`src/rtl/bus_arbiter_if.sv`:
```
// Bus bundle between the pipeline (ibus/dbus), the arbiter and the external memory port.
// The master modport is the arbiter's view; slave is the surrounding pipeline/memory.
interface bus_arbiter_if #(
  parameter int ADDR_W = 32,
  parameter int DATA_W = 32
);
  logic                  ibus_en;
  logic [ADDR_W-1:0]     ibus_addr;
  logic [DATA_W-1:0]     ibus_rdata;
  logic                  ibus_stall;

  logic                  dbus_en;
  logic [ADDR_W-1:0]     dbus_addr;
  logic [DATA_W/8-1:0]   dbus_wen;
  logic [DATA_W-1:0]     dbus_wdata;
  logic [DATA_W-1:0]     dbus_rdata;
  logic                  dbus_stall;

  logic                  mem_req;
  logic [ADDR_W-1:0]     mem_addr;
  logic [DATA_W/8-1:0]   mem_wen;
  logic [DATA_W-1:0]     mem_wdata;
  logic                  mem_gnt;
  logic                  mem_rvalid;
  logic [DATA_W-1:0]     mem_rdata;

  modport master (
    input  ibus_en, ibus_addr,
    output ibus_rdata, ibus_stall,
    input  dbus_en, dbus_addr, dbus_wen, dbus_wdata,
    output dbus_rdata, dbus_stall,
    output mem_req, mem_addr, mem_wen, mem_wdata,
    input  mem_gnt, mem_rvalid, mem_rdata
  );

  modport slave (
    output ibus_en, ibus_addr,
    input  ibus_rdata, ibus_stall,
    output dbus_en, dbus_addr, dbus_wen, dbus_wdata,
    input  dbus_rdata, dbus_stall,
    input  mem_req, mem_addr, mem_wen, mem_wdata,
    output mem_gnt, mem_rvalid, mem_rdata
  );
endinterface

```
`src/rtl/bus_arbiter.sv`:
```
// Shares one memory port between ibus and dbus (dbus first), one transaction in flight.
// state   | meaning
// IDLE    | no transaction; pick dbus, then ibus
// REQ     | mem_req high, request registers held until mem_gnt
// RESP    | waiting for mem_rvalid, then hand result to owner
module bus_arbiter #(
  parameter int ADDR_W = 32,
  parameter int DATA_W = 32
) (
  input  logic           clk,
  input  logic           resetn,
  input  logic           hold,
  bus_arbiter_if.master  bus
);
  localparam int BE_W = DATA_W / 8;

  localparam logic [1:0] S_IDLE = 2'd0;
  localparam logic [1:0] S_REQ  = 2'd1;
  localparam logic [1:0] S_RESP = 2'd2;

  logic [1:0]        state_q, state_d;
  logic              owner_q, owner_d;   // 1 = dbus, 0 = ibus
  logic              abort_q, abort_d;
  logic              i_done_q, i_done_d;
  logic              d_done_q, d_done_d;
  logic [ADDR_W-1:0] addr_q, addr_d;
  logic [BE_W-1:0]   wen_q, wen_d;
  logic [DATA_W-1:0] wdata_q, wdata_d;
  logic [DATA_W-1:0] irdata_q, irdata_d;
  logic [DATA_W-1:0] drdata_q, drdata_d;
  logic              owner_en;

  assign owner_en = owner_q ? bus.dbus_en : bus.ibus_en;

  always_comb begin
    state_d  = state_q;
    owner_d  = owner_q;
    abort_d  = abort_q;
    addr_d   = addr_q;
    wen_d    = wen_q;
    wdata_d  = wdata_q;
    irdata_d = irdata_q;
    drdata_d = drdata_q;
    // a completed result lives until a non-held edge consumes it
    i_done_d = i_done_q & hold;
    d_done_d = d_done_q & hold;

    case (state_q)
      S_IDLE: begin
        if (bus.dbus_en && !d_done_q) begin
          addr_d  = bus.dbus_addr;
          wen_d   = bus.dbus_wen;
          wdata_d = bus.dbus_wdata;
          owner_d = 1'b1;
          abort_d = 1'b0;
          state_d = S_REQ;
        end else if (bus.ibus_en && !i_done_q) begin
          addr_d  = bus.ibus_addr;
          wen_d   = '0;
          wdata_d = '0;
          owner_d = 1'b0;
          abort_d = 1'b0;
          state_d = S_REQ;
        end
      end
      S_REQ: begin
        if (!owner_en) abort_d = 1'b1;
        if (bus.mem_gnt) state_d = S_RESP;
      end
      S_RESP: begin
        if (bus.mem_rvalid) begin
          state_d = S_IDLE;
          // an owner that dropped its request mid-flight gets nothing back
          if (!abort_q && owner_en) begin
            if (owner_q) begin
              drdata_d = bus.mem_rdata;
              d_done_d = 1'b1;
            end else begin
              irdata_d = bus.mem_rdata;
              i_done_d = 1'b1;
            end
          end
        end else if (!owner_en) begin
          abort_d = 1'b1;
        end
      end
      default: state_d = S_IDLE;
    endcase
  end

  always_ff @(posedge clk or negedge resetn) begin
    if (!resetn) begin
      state_q  <= S_IDLE;
      owner_q  <= 1'b0;
      abort_q  <= 1'b0;
      i_done_q <= 1'b0;
      d_done_q <= 1'b0;
      addr_q   <= '0;
      wen_q    <= '0;
      wdata_q  <= '0;
      irdata_q <= '0;
      drdata_q <= '0;
    end else begin
      state_q  <= state_d;
      owner_q  <= owner_d;
      abort_q  <= abort_d;
      i_done_q <= i_done_d;
      d_done_q <= d_done_d;
      addr_q   <= addr_d;
      wen_q    <= wen_d;
      wdata_q  <= wdata_d;
      irdata_q <= irdata_d;
      drdata_q <= drdata_d;
    end
  end

  assign bus.mem_req    = (state_q == S_REQ);
  assign bus.mem_addr   = addr_q;
  assign bus.mem_wen    = wen_q;
  assign bus.mem_wdata  = wdata_q;
  assign bus.ibus_rdata = irdata_q;
  assign bus.dbus_rdata = drdata_q;
  assign bus.ibus_stall = bus.ibus_en & ~i_done_q;
  assign bus.dbus_stall = bus.dbus_en & ~d_done_q;
endmodule

```
`src/flat_wrapper.sv`:
```
// flat-port wrapper written by rule: the top's interface ports become plain ports
module bus_arbiter_flat 
#(
  parameter int ADDR_W = 32,
  parameter int DATA_W = 32
)
  (clk, resetn, hold, bus_ibus_en, bus_ibus_addr, bus_ibus_rdata, bus_ibus_stall, bus_dbus_en, bus_dbus_addr, bus_dbus_wen, bus_dbus_wdata, bus_dbus_rdata, bus_dbus_stall, bus_mem_req, bus_mem_addr, bus_mem_wen, bus_mem_wdata, bus_mem_gnt, bus_mem_rvalid, bus_mem_rdata);
  bus_arbiter_if #(.ADDR_W(ADDR_W), .DATA_W(DATA_W)) bus_i ();
  input  logic clk;
  input  logic resetn;
  input  logic hold;
  input wire logic [$bits(bus_i.ibus_en)-1:0] bus_ibus_en;
  input wire logic [$bits(bus_i.ibus_addr)-1:0] bus_ibus_addr;
  output wire logic [$bits(bus_i.ibus_rdata)-1:0] bus_ibus_rdata;
  output wire logic [$bits(bus_i.ibus_stall)-1:0] bus_ibus_stall;
  input wire logic [$bits(bus_i.dbus_en)-1:0] bus_dbus_en;
  input wire logic [$bits(bus_i.dbus_addr)-1:0] bus_dbus_addr;
  input wire logic [$bits(bus_i.dbus_wen)-1:0] bus_dbus_wen;
  input wire logic [$bits(bus_i.dbus_wdata)-1:0] bus_dbus_wdata;
  output wire logic [$bits(bus_i.dbus_rdata)-1:0] bus_dbus_rdata;
  output wire logic [$bits(bus_i.dbus_stall)-1:0] bus_dbus_stall;
  output wire logic [$bits(bus_i.mem_req)-1:0] bus_mem_req;
  output wire logic [$bits(bus_i.mem_addr)-1:0] bus_mem_addr;
  output wire logic [$bits(bus_i.mem_wen)-1:0] bus_mem_wen;
  output wire logic [$bits(bus_i.mem_wdata)-1:0] bus_mem_wdata;
  input wire logic [$bits(bus_i.mem_gnt)-1:0] bus_mem_gnt;
  input wire logic [$bits(bus_i.mem_rvalid)-1:0] bus_mem_rvalid;
  input wire logic [$bits(bus_i.mem_rdata)-1:0] bus_mem_rdata;
  assign bus_i.ibus_en = bus_ibus_en;
  assign bus_i.ibus_addr = bus_ibus_addr;
  assign bus_ibus_rdata = bus_i.ibus_rdata;
  assign bus_ibus_stall = bus_i.ibus_stall;
  assign bus_i.dbus_en = bus_dbus_en;
  assign bus_i.dbus_addr = bus_dbus_addr;
  assign bus_i.dbus_wen = bus_dbus_wen;
  assign bus_i.dbus_wdata = bus_dbus_wdata;
  assign bus_dbus_rdata = bus_i.dbus_rdata;
  assign bus_dbus_stall = bus_i.dbus_stall;
  assign bus_mem_req = bus_i.mem_req;
  assign bus_mem_addr = bus_i.mem_addr;
  assign bus_mem_wen = bus_i.mem_wen;
  assign bus_mem_wdata = bus_i.mem_wdata;
  assign bus_i.mem_gnt = bus_mem_gnt;
  assign bus_i.mem_rvalid = bus_mem_rvalid;
  assign bus_i.mem_rdata = bus_mem_rdata;
  bus_arbiter #(.ADDR_W(ADDR_W), .DATA_W(DATA_W)) u_core (.clk(clk), .resetn(resetn), .hold(hold), .bus(bus_i));
endmodule
```
`config.mk`:
```
export PLATFORM = sky130hd
export DESIGN_NAME = bus_arbiter_flat
export DESIGN_NICKNAME = d
export VERILOG_FILES = /design/src/rtl/bus_arbiter_if.sv /design/src/rtl/bus_arbiter.sv /design/src/flat_wrapper.sv
export SDC_FILE = /design/constraint.sdc
export NUM_CORES = 1
export LEC_CHECK = 0
export ABC_AREA = 1
export CAP_MARGIN = 30
export CELL_PAD_IN_SITES_DETAIL_PLACEMENT = 1
export CELL_PAD_IN_SITES_GLOBAL_PLACEMENT = 2
export CORE_UTILIZATION = 25
export CTS_CLUSTER_DIAMETER = 150
export CTS_CLUSTER_SIZE = 30
export DETAILED_ROUTE_END_ITERATION = 8
export PLACE_DENSITY = 0.9
export SYNTH_ARGS = -nofsm -noshare
export SYNTH_HDL_FRONTEND = slang
export SYNTH_SLANG_ARGS = --single-unit
```
`constraint.sdc`:
```
create_clock -name clk -period 5 [get_ports clk]
set_clock_uncertainty 0.15 [all_clocks]
set_input_delay 1.5 -clock clk [delete_from_list [all_inputs] [get_ports clk]]
set_output_delay 1.5 -clock clk [all_outputs]
set_load 0.03 [all_outputs]
```
After elaboration in Yosys (flattened, before gate mapping)

Cells that the tools add are included.

Reductions and logical operators: 14
Multiplexer cells: 26
Bitwise operators: 7
Equality and inequality tests: 6

Operators with widths:

| cell                 | count |
|---|---|
| $mux W32             | 4 |
| $mux W1              | 14 |
| $mux W2              | 4 |
| $mux W4              | 2 |
| $reduce_and A4 Y1    | 2 |
| $pmux W2 S3          | 1 |
| $reduce_and A3 Y1    | 2 |
| $and A1 B1 Y1        | 4 |
| $ne A2 B2 Y1 const B | 2 |
| $logic_and A1 B1 Y1  | 3 |
| $logic_not A1 Y1     | 3 |
| $ne A3 B1 Y1 const B | 1 |
| $not A1 Y1           | 3 |
| $pmux W1 S3          | 1 |
| $reduce_bool A3 Y1   | 1 |
| $eq A2 B1 Y1 const B | 1 |
| $eq A2 B2 Y1 const B | 1 |
| $logic_not A2 Y1     | 1 |
| $ne A2 B1 Y1 const B | 1 |
| $reduce_and A2 Y1    | 1 |
| $reduce_bool A2 Y1   | 1 |

Register bits: 138
Bits of input ports: 139
Output and inout bits: 135
Word-level logic and storage cells: 63

Depth between registers and ports, before layout

Word-level depth: 5
Gate-level depth with buffers: 9
Gate-level depth less buffers: 8

Worst setup path before layout

Ideal clock, no wire load.

Kind: input to output
From: in bus_dbus_en
To: out bus_dbus_stall
Arrival time: 1927 ps
Required time: 3350 ps
Path buffers: 1
Cell stages on the path: 3
Path slack: 1423 ps
Cells stage by stage: nand2_2 > inv_2 > buf_2

Word-level cells in the longest chain between the ends: 1

RTL lines:

| what          | RTL line           | text |
|---|---|---|
| from (decl)   | flat_wrapper.sv:16 | `input wire logic [$bits(bus_i.dbus_en)-1:0] bus_dbus_en;` |
| $and A1 B1 Y1 | bus_arbiter.sv:124 | `assign bus.dbus_stall = bus.dbus_en & ~d_done_q;` |
| to (decl)     | flat_wrapper.sv:21 | `output wire logic [$bits(bus_i.dbus_stall)-1:0] bus_dbus_stall;` |

No other way between the ends.

Final worst setup path

From: in bus_ibus_en
To: out bus_ibus_stall

Word-level cells in the longest chain between the ends: 1

RTL lines:

| what          | RTL line           | text |
|---|---|---|
| from (decl)   | flat_wrapper.sv:12 | `input wire logic [$bits(bus_i.ibus_en)-1:0] bus_ibus_en;` |
| $and A1 B1 Y1 | bus_arbiter.sv:123 | `assign bus.ibus_stall = bus.ibus_en & ~i_done_q;` |
| to (decl)     | flat_wrapper.sv:15 | `output wire logic [$bits(bus_i.ibus_stall)-1:0] bus_ibus_stall;` |

No other way between the ends.

==> impl_results.md <==
* Via count at 5314
* Global-route wire length before repair at around 29000 microns
* Total CTS buffers at 17
* Critical path class: in -> out
* Remaining antenna violation count at 0
* Post-synth top area cell: dfrtp_1
* Netlist Area Pre-Place at approximately 6000 sq um
* Synth top area share at just under 60%
* N_diodes at 0
* Routed length per placed instance at 14.3 microns
* Post-synthesis sequential area ratio at between 50 and 60%
* Routability Congestion at roughly 0.73
* Initial detailed-routing violation count at 176
* Synthesized-area fraction occupied by adder cells at between 1 and 1.5%
* WP data required at around 3.4 ns
* Crit path DAT at 2.93 ns
* Port-buffer cells at between 200 and 300
* Synthesized flop and latch total at roughly 140
* Leading cell types by count after synthesis: nand2_1 (347), dfrtp_1 (138), inv_1 (43), nand3_1 (43), o21ai_2 (35)
* Final Max Slew Viols at 0
* Syn-to-layout area delta at 57.8%
* Final hold vios at 0
* Post-route DRC at 0
* Post-synthesis compound-gate area fraction at around 7.8%
* Pin count of the biggest net entering global routing at 75
* Vias in the first global route at around 5.6k
* Area contributors post-synth: dfrtp_1 (58%), nand2_1 (22%), o21ai_2 (5.1%), nand3_1 (3.6%), inv_1 (2.7%)
* Pwr Density at around 650 nW/um^2
* TritonCTS Sinks at 138
* Post-Synthesis Cells at 688
* Unique masters post-synth at 19
* Worst vdd ir at between 0.0002 and 0.00025 V
* Simple-gate share of the synthesized area at about a quarter
* Post-Synth XOR/XNOR Area at 0%
* CP startpoint kind: input port
* I/O pin cnt at 274
* Worst Path Max Fanout at 3
* Root buffer cell: clkbuf_16
* GRT Residual Overflow at 0
* Worst min path class: reg -> reg
* Status: complete, no violations
* Fmax at between 200 and 250 MHz
* Final wirelength at roughly 18000 microns
* Resized cells post-CTS at 0
* Die Y at 157 microns
* Syn Nets at approximately 830
* H-Tree Depth at 4
* Post-CTS Setup Inserts at 0
* Post-synthesis mux area share at 0%
* Synth Area per Inst at roughly 8.7 sq um
* CTS tree: built
* Maxcap violations at 0
* Critical Path Sink Type: output pin
* Worst skew pair latency at ~0.4 ns
* DR pass1 iterations at 4
* RSZ-0062 raised after global routing: no
* Relative slew slack at between 50% and 60%
* Die area at 24600 sq um
* Initial core utilization at 25.5%
* Layout cell share with drive strength beyond 1 at roughly 8.6%
* Final-stage net count at approximately 1.1k
* Cell with the most instances after synthesis: nand2_1
* GRT Total Usage at between 15 and 20%
* HPWL Detailed at between 10000 and 15000 microns
* Async SR Flop Fraction at 100%
* Least-Margin Pin Slew at 0.721 ns
* Final Cell Area at 9450 sq um
* Final min period at roughly 4.6 ns
* Setup TNS at 0 ns
* Post-synth EDFFs at 0
* Cts hold-fix bufs at 0
* Initial antenna violation count at 0
* Post-Place Cell Area at roughly 8900 sq um
* Setup violators final at 0
* Synthesis Warnings at 0
* Num rows at between 50 and 60
* Layout fillers at 2741
* CTS clk-pin slew, worst paths at roughly 0.060 ns
* Largest family of logic cells by synthesized area: simple AND/OR/NAND/NOR gates
* P_leak at 4.60 nW
* Buffers from clock root to sink, at most at 2
* Part of the cycle the worst path needs at about 92%
* Core area at around 23000 sq um
* Chip Width at between 150 and 200 microns
* Ys flop type: dfrtp_1
* DR vias/cell at between 4 and 5
-- report_power, final --
part / total [mW] / internal (mW) / switching (mW)
Combinational: 3.11 / 1.23 / 1.88
Clock: 1.15 / 0.636 / 0.517
Sequential: 1.88 / 1.61 / 0.270
-- flip-flops by register name, indices dropped and copies added (netlist names) --
signal                 flops
u_core.bus.dbus_rdata     32
u_core.bus.ibus_rdata     32
u_core.bus.mem_addr       32
u_core.bus.mem_wdata      32
u_core.bus.mem_wen         4
u_core.state_q             2
u_core.abort_q             1
u_core.d_done_q            1
u_core.i_done_q            1
u_core.owner_q             1
-- final timing paths --
path,startpoint,end,slack (ns),cells after the start
max,bus_ibus_en,bus_ibus_stall,0.42,4
min,u_core.bus.mem_wdata[31],u_core.bus.mem_wdata[31],0.32,2
max reg2reg,u_core.state_q[0],u_core.bus.mem_addr[16],2.47,7
min reg2reg,u_core.bus.mem_wdata[31],u_core.bus.mem_wdata[31],0.32,2
max in group asynchronous,resetn,u_core.bus.ibus_rdata[17],2.89,2
min in group asynchronous,resetn,u_core.bus.dbus_rdata[26],0.95,1
-- final cells by class --
class	instances	area [sq um]	share of cell area (%)
Timing Repair Buffer	282	2810	29.7
Tap cell	319	399	4.22
Clock inverter	13	97.6	1.03
Clock buffer	18	429	4.54
Inverter	45	169	1.79
Sequential cell	138	3450	36.5
Multi-Input combinational cell	467	2090	22.2
-- placed cells by master, fill, tap and decap left out, drive strengths merged --
cell           count
a21oi              1
nand2            349
nand3             43
buf               11
clkbuf            18
clkdlybuf4s50    271
dfrtp            138
nand4              1
ha                 6
clkinv             7
inv               48
nor2               1
o21ai             66
clkinvlp           3
-- cell families after synthesis --
logic type | Yosys count
AOI/OAI and AO/OA | 67
adders and majority gates | 6
and+or+nand+nor | 394
buffers and inverters | 83
DFF | 138
-- per-layer routing --
| metal | vias up | global-route usage [%] | share of wire (%) |
|---|---|---|---|
| met5 | - | 0 | 0 |
| met4 | 0 | 4.15 | 1.2 |
| met3 | 16 | 6.26 | 9.9 |
| met2 | 188 | 25.7 | 47 |
| met1 | 2460 | 18.0 | 42 |
| li1 | 2650 | - | - |
-- stage by stage --
stage                     hold slack, ns  worst slack (ns)  instances  power, mW  utilization (%)
after floorplan                    0.295              1.42        688       3.67                -
after global placement             0.303             0.407       1251       5.00             38.0
after detailed placement           0.308             0.409       1251       5.06             38.0
after CTS                          0.324             0.403       1282       6.24             40.3
after global routing               0.348             0.362       1282       6.54             40.3
final                              0.318             0.418       1282       6.15             40.3
-- worst max-delay path: stages --
cell and delay (ns):
clkdlybuf4s50_1 0.52, nand2_1 0.13, inv_1 0.10, clkdlybuf4s50_1 0.69
(Power assumes the default switching activity.)
